===== config.mk =====
export PLATFORM = sky130hd
export DESIGN_NAME = gen_mod_counter
export DESIGN_NICKNAME = d
export VERILOG_FILES = /design/src/rtl/gen_mod_counter.sv
export SDC_FILE = /design/constraint.sdc
export NUM_CORES = 1
export LEC_CHECK = 0
export ABC_AREA = 1
export CORE_ASPECT_RATIO = 0.9
export CORE_MARGIN = 8
export CORE_UTILIZATION = 35
export DETAILED_ROUTE_END_ITERATION = 12
export GPL_ROUTABILITY_DRIVEN = 0
export HOLD_SLACK_MARGIN = 0.06
export SLEW_MARGIN = 0
export SYNTH_ARGS = -nofsm -noshare
export SYNTH_HDL_FRONTEND = slang
export SYNTH_SLANG_ARGS = --single-unit

===== constraint.sdc =====
create_clock -name clk -period 2.45 [get_ports clk]
set_input_delay 0.245 -clock clk [delete_from_list [all_inputs] [get_ports clk]]
set_output_delay 0.245 -clock clk [all_outputs]
set_load 0.05 [all_outputs]

===== src/rtl/gen_mod_counter.sv =====
// gen_mod_counter: parametrised up/down modulo counter with synchronous load,
// terminal-count pulse, one-shot mode (RUN/DONE) and an optional prescaler.
// Optional feature macro: COUNTER_PRESCALE_EN (adds the enabled-cycle prescaler).
module gen_mod_counter #(
  parameter int unsigned WIDTH   = 27,
  parameter int unsigned PRESC_W = 8
) (
  input  logic               clk,
  input  logic               rst,
  input  logic               en,
  input  logic               up_dn,
  input  logic               oneshot,
  input  logic               load,
  input  logic [WIDTH-1:0]   load_val,
  input  logic [WIDTH-1:0]   modulo,
  input  logic [PRESC_W-1:0] prescale_div,
  output logic [WIDTH-1:0]   counter,
  output logic               tc,
  output logic               done
);

  typedef enum logic {
    ST_RUN  = 1'b0,
    ST_DONE = 1'b1
  } state_t;

  state_t             r_state;
  state_t             w_nxt_state;
  logic [WIDTH-1:0]   r_cnt;
  logic [WIDTH-1:0]   w_nxt_cnt;
  logic               r_tc;
  logic               w_nxt_tc;
  logic               r_done;
  logic               w_nxt_done;
  logic               w_step;
  logic               w_wrap;

`ifdef COUNTER_PRESCALE_EN
  logic [PRESC_W-1:0] r_presc;
  logic [PRESC_W-1:0] w_nxt_presc;
  logic               w_expire;

  assign w_expire = (r_presc == prescale_div);
  assign w_step   = en & w_expire;

  // Prescaler next value: counts enabled cycles 0..prescale_div, holds while idle
  always_comb begin
    w_nxt_presc = r_presc;
    if (load) begin
      w_nxt_presc = '0;
    end else if (en) begin
      w_nxt_presc = w_expire ? '0 : r_presc + PRESC_W'(1);
    end
  end

  // Prescaler register
  always_ff @(posedge clk or posedge rst) begin
    if (rst) begin
      r_presc <= '0;
    end else begin
      r_presc <= w_nxt_presc;
    end
  end
`else
  logic w_unused_presc;

  // Without the prescaler every enabled cycle is a step; the divider input is ignored
  assign w_unused_presc = ^prescale_div;
  assign w_step         = en;
`endif

  // Wrap condition also catches a count left above a lowered modulo
  assign w_wrap = up_dn ? (r_cnt >= modulo)
                        : ((r_cnt == '0) || (r_cnt > modulo));

  // Next-state / next-output logic: load > step > hold
  always_comb begin
    w_nxt_state = r_state;
    w_nxt_cnt   = r_cnt;
    w_nxt_tc    = 1'b0;
    w_nxt_done  = r_done;
    if (load) begin
      w_nxt_cnt   = load_val;
      w_nxt_done  = 1'b0;
      w_nxt_state = ST_RUN;
    end else if (r_state == ST_DONE) begin
      // Leaving one-shot releases the counter; done stays set until a load
      if (!oneshot) begin
        w_nxt_state = ST_RUN;
      end
    end else if (w_step) begin
      if (w_wrap) begin
        w_nxt_tc = 1'b1;
        if (oneshot) begin
          w_nxt_done  = 1'b1;
          w_nxt_state = ST_DONE;
        end else begin
          w_nxt_cnt = up_dn ? '0 : modulo;
        end
      end else begin
        w_nxt_cnt = up_dn ? r_cnt + WIDTH'(1) : r_cnt - WIDTH'(1);
      end
    end
  end

  // State and output registers
  always_ff @(posedge clk or posedge rst) begin
    if (rst) begin
      r_state <= ST_RUN;
      r_cnt   <= '0;
      r_tc    <= 1'b0;
      r_done  <= 1'b0;
    end else begin
      r_state <= w_nxt_state;
      r_cnt   <= w_nxt_cnt;
      r_tc    <= w_nxt_tc;
      r_done  <= w_nxt_done;
    end
  end

  assign counter = r_cnt;
  assign tc      = r_tc;
  assign done    = r_done;

endmodule


==> results.cfg, run 1 <==
[pwr]
p_switching_mw = 4.54
p_per_area_mw_per_mm2 = 1290
clkPwrFrac_pct = 7.5
power.leakage_nw = 3.49
p_seq_share_pct = 12.3
power.internal_mw = 3.84
ir_worst_vdd_mv = 0.652
power_mw = 8.37
power_frac_comb_pct = 80.1
swShare_pct = 54.2

[worst_setup_path]
crit_chain = clkdlybuf4s50_1 > inv_1 > ha_1 > nand2_1 > nand2_1 > nand2_1 > nand2_1 > nand2_1 > nand2_1 > a21oi_1 > nand2_2 > nand2_4 > nand2_4 > nand2_1 > nand2_2 > buf_12 > nor2_1 > nand2_1 > nand2_1
cp_data_required_time_ns = 2.68
crit_top_cell = nand2_1
startpoint_type = input port
path_buf_inv = 3
critPathSlowestCell = clkdlybuf4s50_1
worst-setup-path-type = input port to register
cp-startpoint = modulo[20]
worstPathArrival_ns = 2.52
end_kind = register
slowest_delay_ns = 0.51
path_max_fanout = 23
path_delay_family = simple AND/OR/NAND/NOR gates
r2r_start = counter[5]

[clocking]
htreeDepth = 2
clock-root-buffer = clkbuf_16
clkLatencyLatePin_ns = 0.29
cts_tree = built
cts_num_sinks = 30
clock_path_buffers = 2
cts.hold.buffers_added = 0
cts_buffers = 5
clk_pin_slew_ns = 0.06

[drt]
drtAntennaViolNets = 0
wl_um = 16700
drt_iter0_markers = 388
drt-met1-wl_um = 8150
wl_per_cell_um = 14.9
routed.top_layer = met4
vias_per_cell = 4.90
wl_met2_um = 7110
dr.pass1.iters = 5
wl_met3_um = 1210
vias = 5488
post-route-drc-count = 0

[cells_and_area]
final_util_pct = 51.2
syn_to_final_growth_pct = 43.5
final_layout_size_suffix_gt1_share_pct = 15.5
nets = 1078
diodes = 0
fill_cells = 1340
finalNonFillerCells = 1120

[logic_synthesis]
ys_seq_area_share_pct = 16.6
avgSynthCellArea_sq_um = 5.80
synth_cell_types = 29
synth_top_area_share_pct = 22.0
synth-seq-cells = 30
syn_area_sq_mm = 0.00451
syn-num-nets = 899
synth_area_leaders = nand2_1 22%, dfrtp_1 17%, ha_1 14%, nand3_1 11%, nor2_1 8.2%
syn_inst = 778
ys_warn_count = 0
synth_top_cell_by_area = nand2_1

[sta]
maxSlewHeadroom_pct = 64.0
post-route-period-util_pct = 93.5
setup_viol = 0
setup_ws_ns = 0.159
fin_skew_ns = 0.00509
period_needed_ns = 2.29
slew_violations = 0
hold_viol = 0
worst_slew_pin_slew_ns = 0.538
fmax_ghz = 0.436
rsz0062_at_grt = true

[global_route]
grt_start_max_net_pins = 33
grt_overflow = 0
antenna_found_initial = 0
grt_pass1_wl_um = 27400
grt_pass1_vias = 5317
grt_usage_pct = 20.4

[die]
die_w_um = 136
coreArea_sq_mm = 0.0126
die_h_um = 124
fp.dieArea_sq_mm = 0.0168
row_count = 39
io_pins = 97
start_util_pct = 35.7

[status]
outcome = finished clean

[place]
dpl_worst_slack_ns = -0.334
port_buffers = 88
place_inst = 1112
detailed_place_hpwl_um = 13500

[hold_path]
hold_path.class = input port to async pin

[run]
maxCapViolations = 0
==> stage by stage <==
stage / TNS [ns] / instance area (sq um) / hold slack, ns
2_1_floorplan: 0 / 4510 / 0.316
3_3_place_gp: -7.10 / 6250 / 0.442
3_5_place_dp: -7.34 / 6250 / 0.442
4_1_cts: 0 / 6400 / 0.368
5_1_grt: -0.0343 / 6470 / 0.411
6_report: 0 / 6470 / 0.357
==> Yosys cell counts <==
library cell and number:
o21ai_0 13, nand2_1 264, a21boi_4 1, a21o_1 3, nor4_1 2, o21bai_1 6
xor2_1 12, and2_1 5, nand2_2 1, nand3_1 101, buf_2 5, buf_6 4
dfrtp_1 30, or2_2 20, a21oi_1 36, inv_1 84, nor3_1 8, buf_4 2
ha_1 52, inv_2 2, nand4_1 12, nand2_4 2, fa_1 1, o21a_1 1
buf_1 3, nand3b_1 3, clkbuf_1 5, nor2_1 99, nor2_2 1
==> routing by layer <==
layer / track usage [%] / up-vias
met5: 0 / -
met4: 3.88 / 0
met3: 4.03 / 15
met2: 31.3 / 164
met1: 29.1 / 2446
li1: - / 2863
==> worst min-delay path, stage by stage <==
cell and delay (ns):
clkdlybuf4s50_1 0.39, inv_1 0.05, buf_4 0.39
==> worst paths after layout <==
check                         endpoint  slack (ns)  cells past startpoint
hold / removal             counter[25]        0.36                      3
setup reg to reg           counter[13]        0.21                     12
hold reg to reg                     tc        0.44                      1
max in group asynchronous   counter[3]        1.77                      3
min in group clk                    tc        0.44                      1
setup / recovery           counter[21]        0.16                     19
==> flip-flops by register name, summed over array words and instances (netlist names) <==
name     cells
counter     27
done         1
r_state      1
tc           1
==> cell type report <==
cell class                      instances  area [sq um]  area share, %
Timing Repair Buffer                  191          1690           26.0
Clock buffer                            6           139           2.14
Tap cell                              164           205           3.17
Multi-Input combinational cell        643          3370           52.0
Sequential cell                        30           751           11.6
Inverter                               86           328           5.06
==> what timing repair did <==
action,CTS,global route
buffers inserted,0,2
gates resized for setup,1,18
setup endpoints to repair,7,29
pin swaps,0,2
==> cell usage in the layout (no fill, tap or decap), types with 20 or more instances in the layout <==
| master | n |
|---|---|
| nand2_1 | 263 |
| buf_4 | 100 |
| nand3_1 | 98 |
| nor2_1 | 96 |
| clkdlybuf4s50_1 | 87 |
| inv_1 | 84 |
| ha_1 | 52 |
| a21oi_1 | 34 |
| dfrtp_1 | 30 |
| or2_2 | 20 |
==> cell families (layout without fill, tap and decap cells) <==
family,Yosys count,in the layout,share of synthesized area (%)
AOI/OAI and AO/OA,60,60,7.51
xor gates and xnor gates,12,12,2.33
adders and majority gates,53,53,14.9
buffers and inverters,105,283,9.70
DFF,30,30,16.6
and+or+nand+nor,518,518,49.0
==> power by group through the flow <==
stage                     registers (mW)  logic, mW  clock network, mW
after floorplan                     1.78       3.12                  0
after global placement              1.02       6.54                  0
after detailed placement            1.03       6.55                  0
after CTS                           1.02       6.59              0.647
after global routing                1.05       7.40              0.666
final                               1.03       6.71              0.632
(Power assumes the default switching activity.)
==> run 2: changes to the inputs <==
==> constraint.sdc (replaced) <==
create_clock -name clk -period 2.1 [get_ports clk]
set_input_delay 0.21 -clock clk [delete_from_list [all_inputs] [get_ports clk]]
set_output_delay 0.21 -clock clk [all_outputs]
set_load 0.05 [all_outputs]
==> run 2 against run 1 <==
Effect of this change:
- the run now ends with negative setup slack left
- design area is 14% higher
- hold slack worse by 0.032 ns
- clock skew is 0.0013 ns higher
- via count is 5.5% higher
- sequential share of layout area is 0.96 points lower
- count of clock-buffer cells in the layout stayed put
- critical endpoint is now counter[13]
- largest power group unchanged
==> results.cfg, run 2 (synthesis gave the netlist of run 1 again) <==
[status]
outcome = finished, violations left
violations = negative setup slack

[place]
detailed_place_hpwl_um = 13900
dpl_worst_slack_ns = -0.643
port_buffers = 88
place_area_sq_mm = 0.00656

[worst_setup_path]
end_kind = register
crit_top_cell = nand2_1
worst-setup-path-type = register to register
crit_chain = ha_4 > nand4_1 > buf_4 > inv_2 > nand2_1 > nand2_1 > a21oi_2 > nand2_2 > nand2_4 > nand2_4 > buf_6 > a21boi_4 > clkbuf_16 > nand3_2 > nand2_1
path_buf_inv = 4
critPathSlowestCell = dfrtp_2
worstPathArrival_ns = 2.54
worstRegToRegCells = 15
path_max_fanout = 8
cp_data_required_time_ns = 2.32
startpoint_type = register
slowest_delay_ns = 0.42
path_depth = 15
path_delay_family = simple AND/OR/NAND/NOR gates

[drt]
dr.pass1.iters = 5
wl_um = 18100
drt_iter0_markers = 400
post-route-drc-count = 0
vias = 5791
wl_per_cell_um = 15.7
drtAntennaViolNets = 0
vias_per_cell = 5.02

[clocking]
clock_path_buffers = 2
cts_buffers = 5
htreeDepth = 2
cts_num_sinks = 30
clock-root-buffer = clkbuf_16
clkLatencyLatePin_ns = 0.28
clk_pin_slew_ns = 0.06
cts_tree = built

[cells_and_area]
syn_to_final_growth_pct = 63.3
fill_cells = 1175
mostFrequentLayoutCells = 250 x nand2_1, 116 x buf_4, 89 x nor2_1, 81 x clkdlybuf4s50_1, 79 x nand3_1
diodes = 0
final_layout_size_suffix_gt1_share_pct = 29.3
nets = 1110
finish.instance_area_sq_mm = 0.00737
final_common_cell = nand2_1
largest_register_ffs = 27

[die]
start_util_pct = 35.7
io_pins = 97
row_count = 39
die_w_um = 136
fp.dieArea_sq_mm = 0.0168
die_h_um = 124
coreArea_sq_mm = 0.0126

[global_route]
grt_start_max_net_pins = 56
grt_pass1_wl_um = 28600
grt_pass1_vias = 5650
grt_overflow = 0
antenna_found_initial = 0
grt_usage_pct = 21.4

[sta]
hold_viol = 0
fmax_ghz = 0.431
holdWs_ns = 0.325
rsz0062_at_grt = true
slew_violations = 0
maxSlewHeadroom_pct = 63.7
post-route-period-util_pct = 111
period_needed_ns = 2.32
setup_ws_ns = -0.223
worst_slew_pin_slew_ns = 0.539
fin_skew_ns = 0.00640
setup_viol = 29

[run]
maxCapViolations = 0

[pwr]
power_mw = 11.0
p_per_area_mw_per_mm2 = 1490
ir_worst_vdd_mv = 0.686
power.leakage_nw = 3.74

[hold_path]
hold_path.class = input port to async pin
## run 2: changes by cell type in the layout (fill, tap and decap cells not counted), sizes merged
cell	previous run	this run
buf	103	133
clkbuf	6	9
clkdlybuf4s50	87	81
clkinv	0	2
clkinvlp	0	1
dlygate4sd2	0	5
inv	86	85
## run 2: final timing paths
| check | from | endpoint | slack (ns) |
|---|---|---|---|
| max | counter[26] | counter[13] | -0.22 |
| min | rst | counter[26] | 0.33 |
| max reg2reg | counter[26] | counter[13] | -0.22 |
| min reg2reg | done | done | 0.48 |
| max in group asynchronous | rst | counter[1] | 1.43 |
| min in group clk | modulo[15] | counter[15] | 0.48 |
## run 2: layout make-up
cell class	instances	area, sq um	share of cell area (%)
flip-flops and latches	30	783	10.6
clock buffers	6	139	1.88
inverters	86	328	4.45
well taps	164	205	2.78
multi-input cells	643	3830	52.0
repair buffers	223	2070	28.0
clock inverters	2	12.5	0.170
## run 2: power by group
| group | switching, mW | total, mW | internal (mW) | leakage (nW) |
|---|---|---|---|---|
| sequential | 0.354 | 1.25 | 0.892 | 0.336 |
| combinational | 5.16 | 8.95 | 3.79 | 3.34 |
| clock | 0.294 | 0.763 | 0.470 | 0.0729 |
| total | 5.81 | 11.0 | 5.16 | 3.74 |
## run 2: through the flow
step	setup TNS, ns	std cells	util (%)
global route	-8.03	1154	58.3
global placement	-13.78	1125	51.9
floorplan	-0.622	778	-
finish	-5.19	1154	58.3
detailed placement	-14.30	1125	51.9
CTS	-1.88	1143	55.4
## run 2: timing repair
action	CTS	global route
gates cloned	2	1
endpoints found under the setup margin	27	30
resized for setup	49	68
setup buffers	8	12
hold buffers	0	0
pin swaps	11	50
## run 2: routing by layer
| metal | track usage [%] | vias up | part of all wire, % | routed length, um |
|---|---|---|---|---|
| li1 | - | 2928 | - | - |
| met2 | 33.0 | 213 | 44 | 8010 |
| met1 | 30.4 | 2633 | 47 | 8580 |
| met3 | 3.27 | 17 | 7.2 | 1310 |
| met5 | 0 | - | 0 | 0 |
| met4 | 5.20 | 0 | 1.3 | 230 |
## run 2: worst min-delay path, cell delays in order
cell,delay (ns)
clkdlybuf4s50_1,0.39
inv_1,0.05
buf_4,0.39
==> run 3: changes to the inputs <==
--- a/config.mk
+++ b/config.mk
@@ -6,6 +6,7 @@
 export NUM_CORES = 1
 export LEC_CHECK = 0
 export ABC_AREA = 1
+export CAP_MARGIN = 25
 export CORE_ASPECT_RATIO = 0.9
 export CORE_MARGIN = 8
 export CORE_UTILIZATION = 35
==> results of run 3 <==
Final layout, timing and power as in run 2 (identical DEF).
